--- src/rtl/axi_req_arbiter.sv ---
// ============================================================================
// Module      : axi_req_arbiter
// Description : Two-requester round-robin arbiter in front of an AXI-lite
//               master. Each requester posts a single-cycle request that is
//               held until the downstream transaction completes and the
//               requester receives its one-cycle ack.
//               Optional feature macro: ARB_TIMEOUT_EN (WAIT-state timeout
//               that forces an error completion after TIMEOUT_CYCLES).
// Revision    : 1.0 - initial release
// ============================================================================
`default_nettype none

module axi_req_arbiter #(
  parameter int TIMEOUT_CYCLES = 1023
) (
  input  logic        aclk,
  input  logic        areset_n,
  // requester 0 (LSU)
  input  logic        m0_valid,
  input  logic        m0_we,
  input  logic [31:0] m0_addr,
  input  logic [31:0] m0_wdata,
  input  logic [3:0]  m0_wstrb,
  output logic        m0_busy,
  output logic        m0_ack,
  output logic [31:0] m0_rdata,
  output logic        m0_err,
  // requester 1 (auxiliary master)
  input  logic        m1_valid,
  input  logic        m1_we,
  input  logic [31:0] m1_addr,
  input  logic [31:0] m1_wdata,
  input  logic [3:0]  m1_wstrb,
  output logic        m1_busy,
  output logic        m1_ack,
  output logic [31:0] m1_rdata,
  output logic        m1_err,
  // downstream AXI-lite master
  output logic        start_write,
  output logic        start_read,
  output logic [31:0] addr,
  output logic [31:0] data,
  output logic [3:0]  wstrb,
  output logic        psel,
  input  logic        done,
  input  logic [31:0] rdata,
  input  logic        slverr,
  output logic [1:0]  grant
);

  typedef enum logic [1:0] {
    S_IDLE  = 2'd0,
    S_ISSUE = 2'd1,
    S_WAIT  = 2'd2,
    S_RESP  = 2'd3
  } state_t;

  state_t      r_state;
  state_t      w_state_nxt;

  logic [1:0]  r_pending;
  logic        r_hold_we    [2];
  logic [31:0] r_hold_addr  [2];
  logic [31:0] r_hold_wdata [2];
  logic [3:0]  r_hold_wstrb [2];

  logic        r_we;
  logic [31:0] r_addr;
  logic [31:0] r_data;
  logic [3:0]  r_wstrb;
  logic [1:0]  r_grant;
  logic        r_last;        // 1 = m1 was served last
  logic [31:0] r_rsp_rdata;
  logic        r_rsp_err;

  logic [1:0]  w_valid;
  logic        w_req_we    [2];
  logic [31:0] w_req_addr  [2];
  logic [31:0] w_req_wdata [2];
  logic [3:0]  w_req_wstrb [2];
  logic        w_pick;        // winning requester index
  logic        w_load;
  logic        w_capture;
  logic        w_timeout;
  logic        w_release;
  logic        w_resp;

  assign w_valid        = {m1_valid, m0_valid};
  assign w_req_we[0]    = m0_we;
  assign w_req_we[1]    = m1_we;
  assign w_req_addr[0]  = m0_addr;
  assign w_req_addr[1]  = m1_addr;
  assign w_req_wdata[0] = m0_wdata;
  assign w_req_wdata[1] = m1_wdata;
  assign w_req_wstrb[0] = m0_wstrb;
  assign w_req_wstrb[1] = m1_wstrb;

  // With both pending the requester not served last wins; else the lone one.
  assign w_pick = (r_pending == 2'b11) ? ~r_last : r_pending[1];

`ifdef ARB_TIMEOUT_EN
  localparam int c_TCNT_W = $clog2(TIMEOUT_CYCLES + 1);
  logic [c_TCNT_W-1:0] r_tcnt;
  logic                w_tcnt_hit;

  assign w_tcnt_hit = (r_tcnt == c_TCNT_W'(TIMEOUT_CYCLES));

  // Count cycles spent in WAIT; cleared whenever the FSM is elsewhere.
  always_ff @(posedge aclk or negedge areset_n) begin
    if (!areset_n)               r_tcnt <= '0;
    else if (r_state == S_WAIT)  r_tcnt <= r_tcnt + 1'b1;
    else                         r_tcnt <= '0;
  end
`else
  // No timeout hardware; the parameter is still referenced so it remains part
  // of the elaborated interface of this build.
  if (TIMEOUT_CYCLES > 0) begin : g_no_timeout
  end
`endif

  // State register.
  always_ff @(posedge aclk or negedge areset_n) begin
    if (!areset_n) r_state <= S_IDLE;
    else           r_state <= w_state_nxt;
  end

  // Next-state logic and per-state control strobes.
  always_comb begin
    w_state_nxt = r_state;
    w_load      = 1'b0;
    w_capture   = 1'b0;
    w_timeout   = 1'b0;
    w_release   = 1'b0;
    case (r_state)
      S_IDLE: begin
        if (|r_pending) begin
          w_load      = 1'b1;
          w_state_nxt = S_ISSUE;
        end
      end
      S_ISSUE: w_state_nxt = S_WAIT;
      S_WAIT: begin
        if (done) begin
          w_capture   = 1'b1;
          w_state_nxt = S_RESP;
        end
`ifdef ARB_TIMEOUT_EN
        else if (w_tcnt_hit) begin
          w_timeout   = 1'b1;
          w_state_nxt = S_RESP;
        end
`endif
      end
      S_RESP: begin
        w_release   = 1'b1;
        w_state_nxt = S_IDLE;
      end
      default: w_state_nxt = S_IDLE;
    endcase
  end

  // Accept a request only when its slot is free; clear the slot on release.
  always_ff @(posedge aclk or negedge areset_n) begin
    if (!areset_n) begin
      r_pending <= 2'b00;
      for (int n = 0; n < 2; n++) begin
        r_hold_we[n]    <= 1'b0;
        r_hold_addr[n]  <= '0;
        r_hold_wdata[n] <= '0;
        r_hold_wstrb[n] <= '0;
      end
    end else begin
      for (int n = 0; n < 2; n++) begin
        if (w_release && r_grant[n]) begin
          r_pending[n] <= 1'b0;
        end else if (w_valid[n] && !r_pending[n]) begin
          r_pending[n]    <= 1'b1;
          r_hold_we[n]    <= w_req_we[n];
          r_hold_addr[n]  <= w_req_addr[n];
          r_hold_wdata[n] <= w_req_wdata[n];
          r_hold_wstrb[n] <= w_req_wstrb[n];
        end
      end
    end
  end

  // Downstream fields and owner: loaded on grant, held through WAIT/RESP.
  always_ff @(posedge aclk or negedge areset_n) begin
    if (!areset_n) begin
      r_grant <= 2'b00;
      r_we    <= 1'b0;
      r_addr  <= '0;
      r_data  <= '0;
      r_wstrb <= '0;
      r_last  <= 1'b1;
    end else if (w_load) begin
      r_grant <= w_pick ? 2'b10 : 2'b01;
      r_we    <= r_hold_we[w_pick];
      r_addr  <= r_hold_addr[w_pick];
      r_data  <= r_hold_wdata[w_pick];
      r_wstrb <= r_hold_wstrb[w_pick];
    end else if (w_release) begin
      r_grant <= 2'b00;
      r_last  <= r_grant[1];
    end
  end

  // Response capture; writes return zero data, a timeout returns an error.
  always_ff @(posedge aclk or negedge areset_n) begin
    if (!areset_n) begin
      r_rsp_rdata <= '0;
      r_rsp_err   <= 1'b0;
    end else if (w_capture) begin
      r_rsp_rdata <= r_we ? 32'h0 : rdata;
      r_rsp_err   <= slverr;
    end else if (w_timeout) begin
      r_rsp_rdata <= 32'h0;
      r_rsp_err   <= 1'b1;
    end
  end

  assign w_resp      = (r_state == S_RESP);
  assign start_write = (r_state == S_ISSUE) &  r_we;
  assign start_read  = (r_state == S_ISSUE) & ~r_we;
  assign psel        = (r_state == S_ISSUE) | (r_state == S_WAIT);
  assign addr        = r_addr;
  assign data        = r_data;
  assign wstrb       = r_wstrb;
  assign grant       = r_grant;

  assign m0_busy  = r_pending[0];
  assign m1_busy  = r_pending[1];
  assign m0_ack   = w_resp & r_grant[0];
  assign m1_ack   = w_resp & r_grant[1];
  assign m0_rdata = m0_ack ? r_rsp_rdata : 32'h0;
  assign m1_rdata = m1_ack ? r_rsp_rdata : 32'h0;
  assign m0_err   = m0_ack & r_rsp_err;
  assign m1_err   = m1_ack & r_rsp_err;

endmodule

`default_nettype wire

--- config.mk ---
export PLATFORM = sky130hd
export DESIGN_NAME = axi_req_arbiter
export DESIGN_NICKNAME = d
export VERILOG_FILES = /design/src/rtl/axi_req_arbiter.sv
export SDC_FILE = /design/constraint.sdc
export NUM_CORES = 1
export LEC_CHECK = 0
export ABC_AREA = 1
export CORE_MARGIN = 10
export CORE_UTILIZATION = 25
export CTS_CLUSTER_SIZE = 12
export DETAILED_ROUTE_END_ITERATION = 7
export SETUP_SLACK_MARGIN = 0.05
export SLEW_MARGIN = 25
export SYNTH_ARGS = -nofsm -noshare
export SYNTH_HDL_FRONTEND = slang
export SYNTH_SLANG_ARGS = --single-unit
--- constraint.sdc ---
create_clock -name aclk -period 1.7 [get_ports aclk]
set_input_delay 0.34 -clock aclk [delete_from_list [all_inputs] [get_ports aclk]]
set_output_delay 0.34 -clock aclk [all_outputs]
set_load 0.01 [all_outputs]
==> summary.txt, run 1 <==
status: finished with violations
clock slew at reported path FFs: 0.06 ns
CP Class: reg -> out
die area: 51,400 um2
RSZ-0062 raised after global routing: yes
clock latency on the worst-skew pair: 0.54 ns
Avg WL per Cell: 21.2 um
Longest Clk Path Bufs: 3
max_cap viols: 0
Fmax: 0.491 GHz
TritonCTS clock tree: done
final setup skew: 0.0117 ns
Net Sw Frac: 39.7%
vias per std cell: 4.77
final worst setup slack: -0.338 ns
Critical Path Source Type: flip-flop
routed wire length: 46.3 mm
Synth Instances: 1,243
post-route antenna net violation count: 0
Avg Inst Size Synth: 8.59 um2
Crit Path Max Fanout: 7
failing checks: negative setup slack
vias in the first global route: 10,100
internal power: 18.6 mW
Post-Place Worst Slack: -0.180 ns
grt ovf: 0
combinational share of power: 47.4%
Seq pwr share: 33.3%
R2R Path Start: r_state[0]
Clock Tree Root: clkbuf_16
Die Height: 227 um
Synth cell types: 20
Fin. Hold Viols: 0
I/O Pins: 319
CTS buffer count: 27
Clk pwr share: 19.3%
drt drc: 0
Crit. Startpoint: r_state[0]
post-DP HPWL: 26.6 mm
area delta synth->final: 64.2%
Final Non-Filler Cells: 2,182
Slew Limit Fails: 0
IO buf count: 318
Synth area leaders: dfrtp_1 58%, nand3_1 8.1%, nand2_1 8.0%
Worst EP required: 1.36 ns
First DRT Iteration DRCs: 781
fin crit share: 120%
first-pass GRT wire length: 61.1 mm
Data arrival, critical path: 1.70 ns
fin crit period: 2.04 ns
mapped cell area: 10,700 um2
Synth Warn #: 0
Psw: 12.3 mW
Max VDD drop: 1.01 mV
Row Count: 75
Synth Net Count: 1,425
final hold slack: 0.291 ns
Initial Util: 25.4%
Yosys top cell by area: dfrtp_1
register bit count reported by yosys: 247
Placer Congestion: 0.801
First-pass DRT Iterations: 5
register area share after synthesis: 57.9%
worst-margin pin slew: 0.493 ns
Power Dens Cells: 1760 nW/um2
initial antenna violation count: 2
fraction of layout cells with a size suffix above 1: 25.2%
dpl cells: 2,063
Clock Sinks: 247
Core Region: 42,100 um2
largest net degree at the start of global routing: 67
post-layout util: 41.6%
final setup vio count: 258
die span in x: 227 um
crit end category: primary output
min-delay worst type: in -> async
post-synth top area share: 57.6%
detailed-route via count: 10,400
P_leak: 8.67 nW
Worst slew margin: 67.1%
htree depth: 1
GRT Total Usage: 15.2%
nets: 1,806
## cell usage after synthesis
cell type and n:
o21ai_1 60, dfrtp_1 246, inv_1 182, nor2_1 69, buf_1 10, nand4_1 69
buf_2 49, clkbuf_2 1, o21ai_0 113, o21ai_2 1, dfstp_2 1, nand3b_1 1
nand3_1 173, ha_1 6, nor2_2 1, nand2_1 229, clkbuf_1 25, buf_4 5
nand3b_2 1, nand2_2 1
## cells by family after synthesis
| group | synth area share, % |
|---|---|
| compound gates | 8.19 |
| flops | 57.9 |
| fa+ha+maj | 0.703 |
| simple gates | 22.9 |
| buf+inv | 10.3 |
## layer usage
layer | track usage, % | vias to the layer above | share of wire [%]
li1 | - | 4783 | -
met1 | 19.5 | 5083 | 42
met2 | 24.4 | 478 | 46
met3 | 4.47 | 66 | 9.4
met4 | 4.03 | 2 | 2.6
met5 | 0 | - | 0.037
## registers in the layout (all words and copies together), names as in the netlist
register / cells
r_hold_addr: 64
r_hold_wdata: 64
addr: 32
data: 32
r_rsp_rdata: 32
r_hold_wstrb: 8
wstrb: 4
grant: 2
r_hold_we: 2
r_pending: 2
r_state: 2
r_last: 1
r_rsp_err: 1
r_we: 1
## layout make-up
cell class / instances / area (um2)
diodes: 1 / 2.50
clock buffers: 41 / 768
clock inverters: 6 / 108
fillers: 4089 / 24600
inverters: 182 / 688
multi-input cells: 724 / 4150
flip-flops and latches: 247 / 6190
well taps: 539 / 674
repair buffers: 442 / 4960
## stage by stage
stage	area (um2)	power [mW]	setup TNS, ns
global placement	14900	21.0	-8.12
detailed placement	14900	21.3	-13.86
global route	17500	32.7	-55.35
floorplan	10700	15.5	0
CTS	16000	27.9	-47.60
finish	17500	30.9	-38.94
## worst max-delay path: stages (launching register included)
cell	delay [ns]
dfrtp_1	0.40
ha_4	0.21
nand2_8	0.12
clkbuf_16	0.18
nor2_1	0.10
buf_2	0.15
## timing repair
action / 4_1_cts / 5_1_grt
hold endpoints to repair: 173 / 0
pin swaps: 3 / 5
hold buffers: 1 / 0
setup buffers: 15 / 16
endpoints found under the setup margin: 356 / 317
gates resized for setup: 459 / 269
cloned: 12 / 30
## power groups by stage
stage,clock (mW),combinational (mW),sequential [mW]
floorplan,0,5.46,10.0
global placement,0,11.0,10.0
detailed placement,0,11.2,10.1
CTS,6.13,11.8,10.0
global route,6.37,15.8,10.6
finish,5.95,14.6,10.3
## layout by cell type (no fill, tap or decap), drive strengths merged
cell type / n
dlygate4sd2: 68
clkinvlp: 1
clkdlybuf4s15: 3
dfrtp: 246
dlygate4sd3: 1
dfstp: 1
nand2: 230
nand4: 69
nor2: 70
ha: 6
nand3: 173
clkinv: 3
nand3b: 2
diode: 1
inv: 181
buf: 172
bufinv: 3
clkdlybuf4s50: 174
clkbuf: 65
o21ai: 174
## path summary, 6_finish.rpt
| kind | slack, ns | depth (start not counted) | end |
|---|---|---|---|
| worst min-delay path | 0.29 | 2 | r_hold_wdata[55] |
| worst max-delay path | -0.34 | 5 | m1_rdata[11] |
| max in group asynchronous | 0.74 | 4 | r_hold_addr[26] |
| worst min register to register | 0.48 | 2 | r_hold_addr[26] |
| worst max register to register | -0.23 | 11 | r_hold_addr[62] |
| min in group aclk | 0.34 | 3 | r_hold_addr[34] |
(Power assumes the default switching activity.)
==> run 2, diff against run 1 <==
--- a/config.mk
+++ b/config.mk
@@ -10,6 +10,7 @@
 export CORE_UTILIZATION = 25
 export CTS_CLUSTER_SIZE = 12
 export DETAILED_ROUTE_END_ITERATION = 7
+export RECOVER_POWER = 25
 export SETUP_SLACK_MARGIN = 0.05
 export SLEW_MARGIN = 25
 export SYNTH_ARGS = -nofsm -noshare
==> summary.txt, run 2 (synthesis gave the netlist of run 1 again) <==
status: finished with violations
failing checks: negative setup slack
fin crit period: 2.04 ns (-0.000431 ns)
area delta synth->final: 63.8%
P_leak: 8.66 nW (-0.15%)
RSZ-0062 raised after global routing: yes
max_cap viols: 0 (unchanged)
routed wire length: 46.3 mm (about the same)
worst-margin pin slew: 0.673 ns (+0.181 ns)
first-pass GRT wire length: 61.1 mm (unchanged)
vias per std cell: 4.78 (+0.12%)
fin crit share: 120% (about the same)
Max VDD drop: 1.01 mV (+0.16%)
Crit Path Max Fanout: 7 (unchanged)
Worst EP required: 1.36 ns (about the same)
grt ovf: 0 (unchanged)
GRT Total Usage: 15.2% (unchanged)
dpl cells: 2,063 (unchanged)
Crit. Startpoint: r_state[0]
final setup skew: 0.0112 ns (-0.000497 ns)
sum of negative setup slack: -38.77 ns (+0.164 ns)
htree depth: 1 (unchanged)
post-DP HPWL: 26.6 mm (unchanged)
Slew Limit Fails: 0 (unchanged)
Worst Hold Launch: m0_addr[2]
detailed-route via count: 10,400 (+0.12%)
TritonCTS clock tree: done
Final Non-Filler Cells: 2,182 (unchanged)
CTS buffer count: 27 (unchanged)
die area: 51,400 um2 (unchanged)
Die Height: 227 um (unchanged)
Fmax: 0.491 GHz (about the same)
fill count: 4,093 (+0.098%)
Placer Congestion: 0.801 (unchanged)
largest net degree at the start of global routing: 67 (unchanged)
Clock Tree Root: clkbuf_16
post-route antenna net violation count: 0 (unchanged)
vias in the first global route: 10,100 (unchanged)
CP Class: reg -> out
most frequent cells in the layout: 243 x dfrtp_1, 179 x inv_1, 174 x clkdlybuf4s50_1, 171 x nand3_1, 153 x nand2_1
First DRT Iteration DRCs: 784 (+0.38%)
Clock Sinks: 247 (unchanged)
nets: 1,806 (unchanged)
most common cell after layout, fill and taps aside: dfrtp_1
Worst slew margin: 55.1% (-12 points)
First-pass DRT Iterations: 5 (unchanged)
Core Region: 42,100 um2 (unchanged)
initial antenna violation count: 2 (unchanged)
R2R Path Start: r_state[0]
Critical Path Source Type: flip-flop
largest registers: r_hold_addr x64, r_hold_wdata x64
Row Count: 75 (unchanged)
I/O Pins: 319 (unchanged)
Avg WL per Cell: 21.2 um (about the same)
fraction of layout cells with a size suffix above 1: 25.2% (unchanged)
min-delay worst type: in -> reg
Power Dens Cells: 1760 nW/um2 (+0.19%)
Longest Clk Path Bufs: 3 (unchanged)
final worst setup slack: -0.337 ns (+0.000431 ns)
Data arrival, critical path: 1.70 ns (about the same)
IO buf count: 318 (unchanged)
Fin. Hold Viols: 0 (unchanged)
Initial Util: 25.4% (unchanged)
final setup vio count: 256 (-0.78%)
crit end category: primary output
clock latency on the worst-skew pair: 0.54 ns (about the same)
drt drc: 0 (unchanged)
clock slew at reported path FFs: 0.06 ns (about the same)
die span in x: 227 um (unchanged)
==> run 2: what timing repair did <==
action,CTS,global route
pin swaps,3,5
endpoints found under the hold margin,173,0
gates resized for setup,459,269
setup endpoints to repair,356,317
setup buffers,15,16
hold buffers,1,0
gates cloned,12,30
==> run 2: final cells by class <==
class	instances	area (um2)	area share, %
Clock inverter	6	108	0.615
Inverter	182	688	3.93
Clock buffer	41	768	4.39
Timing Repair Buffer	442	4920	28.1
Tap cell	539	674	3.85
Multi-Input combinational cell	724	4150	23.7
Antenna cell	1	2.50	0.0143
Sequential cell	247	6190	35.4
==> run 2: critical path: stages, from the launching register on <==
cell,delay [ns]
dfrtp_1,0.40
ha_4,0.20
nand2_8,0.12
clkbuf_16,0.18
nor2_1,0.10
buf_2,0.15
==> run 2: where the power goes <==
| part | switching [mW] | leakage (nW) | internal, mW | total (mW) |
|---|---|---|---|---|
| Clock | 2.41 | 0.424 | 3.54 | 5.96 |
| Combinational | 8.13 | 5.13 | 6.51 | 14.6 |
| Sequential | 1.72 | 3.10 | 8.57 | 10.3 |
==> run 2: through the flow <==
| stage | util, % | hold slack (ns) | power [mW] | cell area [um2] | setup WS, ns |
|---|---|---|---|---|---|
| 3_5_place_dp | 35.3 | 0.208 | 21.3 | 14900 | -0.180 |
| 4_1_cts | 38.1 | 0.237 | 27.9 | 16000 | -0.377 |
| 5_1_grt | 41.5 | 0.332 | 32.7 | 17500 | -0.400 |
| 6_report | 41.5 | 0.336 | 30.9 | 17500 | -0.337 |
| 3_3_place_gp | 35.3 | 0.206 | 21.0 | 14900 | -0.0985 |
| 2_1_floorplan | - | 0.0444 | 15.5 | 10700 | 0.137 |
==> run 2: final timing paths <==
path,endpoint,depth (start not counted),slack [ns]
max in group asynchronous,r_hold_addr[26],4,0.05
min in group asynchronous,r_hold_wdata[55],2,0.43
max reg2reg,r_hold_addr[62],11,-0.22
min reg2reg,r_hold_addr[26],2,0.49
min,r_hold_addr[34],3,0.34
max,m1_rdata[11],5,-0.34
==> run 2: per-layer routing <==
metal  track usage (%)  routed length, um  vias up
met5                 0                 17        -
met4              4.03               1170        2
met3              4.47               4370       65
met2              24.4              21500      479
met1              19.5              19200     5094
li1                  -                  -     4784
==> run 3, diff against run 2 <==
--- a/config.mk
+++ b/config.mk
@@ -6,8 +6,8 @@
 export NUM_CORES = 1
 export LEC_CHECK = 0
 export ABC_AREA = 1
-export CORE_MARGIN = 10
 export CORE_UTILIZATION = 25
+export CTS_BUF_LIST = sky130_fd_sc_hd__clkbuf_4 sky130_fd_sc_hd__clkbuf_8 sky130_fd_sc_hd__clkbuf_16
 export CTS_CLUSTER_SIZE = 12
 export DETAILED_ROUTE_END_ITERATION = 7
 export RECOVER_POWER = 25
==> constraint.sdc (replaced) <==
create_clock -name aclk -period 1.7 [get_ports aclk]
set_input_delay 0.34 -clock aclk [delete_from_list [all_inputs] [get_ports aclk]]
set_output_delay 0.34 -clock aclk [all_outputs]
set_load 0.05 [all_outputs]
==> summary.txt, run 3 (synthesis gave the netlist of run 1 again) <==
internal power: 19.2 mW (+2.9%)
htree depth: 1 (unchanged)
Net Sw Frac: 43.0% (+3.3 points)
die span in x: 209 um (-7.9%)
fin crit period: 2.16 ns (+0.123 ns)
combinational share of power: 50.3% (+2.9 points)
final worst setup slack: -0.460 ns (-0.123 ns)
IO buf count: 318 (unchanged)
Psw: 14.4 mW (+18%)
grt ovf: 0 (unchanged)
clock latency on the worst-skew pair: 0.55 ns (about the same)
Die Height: 209 um (-7.9%)
Slew Limit Fails: 0 (unchanged)
min-delay worst type: in -> reg
P_leak: 8.31 nW (-4.0%)
vias per std cell: 4.63 (-3.2%)
R2R Path Start: r_state[1]
largest registers: r_hold_addr x64, r_hold_wdata x64
post-route antenna net violation count: 0 (unchanged)
Core Region: 42,000 um2 (-0.22%)
reg2reg end: r_hold_wdata[22]
status: finished with violations
fraction of layout cells with a size suffix above 1: 24.8% (-0.43 points)
I/O Pins: 319 (unchanged)
area delta synth->final: 66.6%
largest net degree at the start of global routing: 73 (+9.0%)
detailed-route via count: 9,945 (-4.6%)
routed wire length: 37.7 mm (-19%)
R2R Setup Slk: -0.13 ns (+0.09 ns)
Avg WL per Cell: 17.5 um (-17%)
RSZ-0062 raised after global routing: yes
sum of negative setup slack: -32.29 ns (+6.48 ns)
First DRT Iteration DRCs: 598 (-24%)
GRT Total Usage: 16.9% (+1.7 points)
Worst EP required: 1.36 ns (about the same)
Fin. Hold Viols: 0 (unchanged)
crit end category: primary output
Data arrival, critical path: 1.82 ns (+0.12 ns)
Longest Clk Path Bufs: 3 (unchanged)
First-pass DRT Iterations: 5 (unchanged)
Final Non-Filler Cells: 2,150 (-1.5%)
most common cell after layout, fill and taps aside: dfrtp_1
Row Count: 75 (unchanged)
Clock Sinks: 247 (unchanged)
R2R cell count: 10 (-1)
fill count: 4,058 (-0.86%)
Clk pwr share: 19.6% (+0.3 points)
drt drc: 0 (unchanged)
Placer Congestion: 0.854 (+6.5%)
post-DP HPWL: 24.5 mm (-8.0%)
Crit. Startpoint: r_state[1]
Critical Path Source Type: flip-flop
Max VDD drop: 0.911 mV (-9.9%)
final setup skew: 0.0139 ns (+0.00277 ns)
dpl cells: 2,064 (+0.048%)
CTS buffer count: 29 (+7.4%)
total chip power: 33.6 mW (+8.8%)
initial antenna violation count: 1 (-1)
clock slew at reported path FFs: 0.06 ns (about the same)
worst-margin pin slew: 1.32 ns (+0.651 ns)
Fmax: 0.463 GHz (-5.7%)
Initial Util: 25.4% (+0.057 points)
max_cap viols: 0 (unchanged)
end of the critical path: m1_rdata[10]
Crit Path Max Fanout: 14 (+7)
Power Dens Cells: 1890 nW/um2 (+7.0%)
failing checks: negative setup slack
Clock Tree Root: clkbuf_16
die area: 43,600 um2 (-15%)
nets: 1,774 (-1.8%)
fin crit share: 127% (+7.2 points)
first-pass GRT wire length: 57.5 mm (-6.0%)
CP Class: reg -> out
Seq pwr share: 30.1% (-3.2 points)
Worst slew margin: 11.7% (-43 points)
final setup vio count: 150 (-41%)
most frequent cells in the layout: 242 x dfrtp_1, 223 x nand2_1, 175 x inv_1, 174 x clkdlybuf4s50_1, 150 x nand3_1
vias in the first global route: 10,100 (+0.14%)
TritonCTS clock tree: done
run 3: worst min path at each step:
stage	from	to	slack [ns]	cells past startpoint
final	m0_wdata[16]	r_hold_wdata[48]	0.33	3
after global routing	m0_wdata[8]	r_hold_wdata[40]	0.33	3
after CTS	m0_wdata[16]	r_hold_wdata[48]	0.29	3
after detailed placement	areset_n	r_rsp_rdata[18]	0.28	1
after global placement	areset_n	r_rsp_rdata[18]	0.28	1
after floorplan	areset_n	addr[0]	0.04	0
run 3: per-layer routing:
layer  routed length (um)  GRT usage [%]
met3                 2550           3.26
met1                16200           21.6
met2                18000           28.8
met5                    0              0
met4                  914           4.77
run 3: power groups by stage:
| stage | clock (mW) | combinational [mW] | sequential [mW] |
|---|---|---|---|
| final | 6.58 | 16.9 | 10.1 |
| after global routing | 7.00 | 18.1 | 10.4 |
| after detailed placement | 0 | 14.8 | 10.1 |
| after floorplan | 0 | 6.67 | 12.1 |
| after global placement | 0 | 14.5 | 10.1 |
| after CTS | 6.79 | 16.3 | 10.1 |
run 3: repair_timing:
action	4_1_cts	5_1_grt
gates resized for setup	51	46
setup endpoints to repair	204	217
hold endpoints to repair	35	0
pin swaps	4	12
hold buffers	1	0
cloned	7	7
buffers inserted	19	4
run 3: worst max-delay path: stages, from the launching register on:
cell and delay (ns):
dfrtp_1 0.41, ha_4 0.20, buf_12 0.13, nand2_8 0.09, buf_12 0.21, nor2_4 0.07, buf_12 0.15
run 3: layout make-up:
| class | count | area, um2 | share of cell area, % |
|---|---|---|---|
| Timing Repair Buffer | 408 | 5110 | 28.7 |
| Clock inverter | 13 | 201 | 1.13 |
| Antenna cell | 1 | 2.50 | 0.0141 |
| Tap cell | 539 | 674 | 3.79 |
| Inverter | 182 | 693 | 3.90 |
| Sequential cell | 247 | 6190 | 34.8 |
| Clock buffer | 36 | 810 | 4.55 |
| Multi-Input combinational cell | 724 | 4110 | 23.1 |
run 3: stage by stage:
| step | area [um2] | setup slack [ns] | utilization, % | hold WS (ns) |
|---|---|---|---|---|
| floorplan | 11100 | -0.0702 | - | 0.0444 |
| global placement | 15900 | -0.0762 | 37.8 | 0.279 |
| detailed placement | 15900 | -0.101 | 37.8 | 0.279 |
| CTS | 17400 | -0.471 | 41.5 | 0.294 |
| global route | 17800 | -0.521 | 42.3 | 0.327 |
| finish | 17800 | -0.460 | 42.3 | 0.326 |
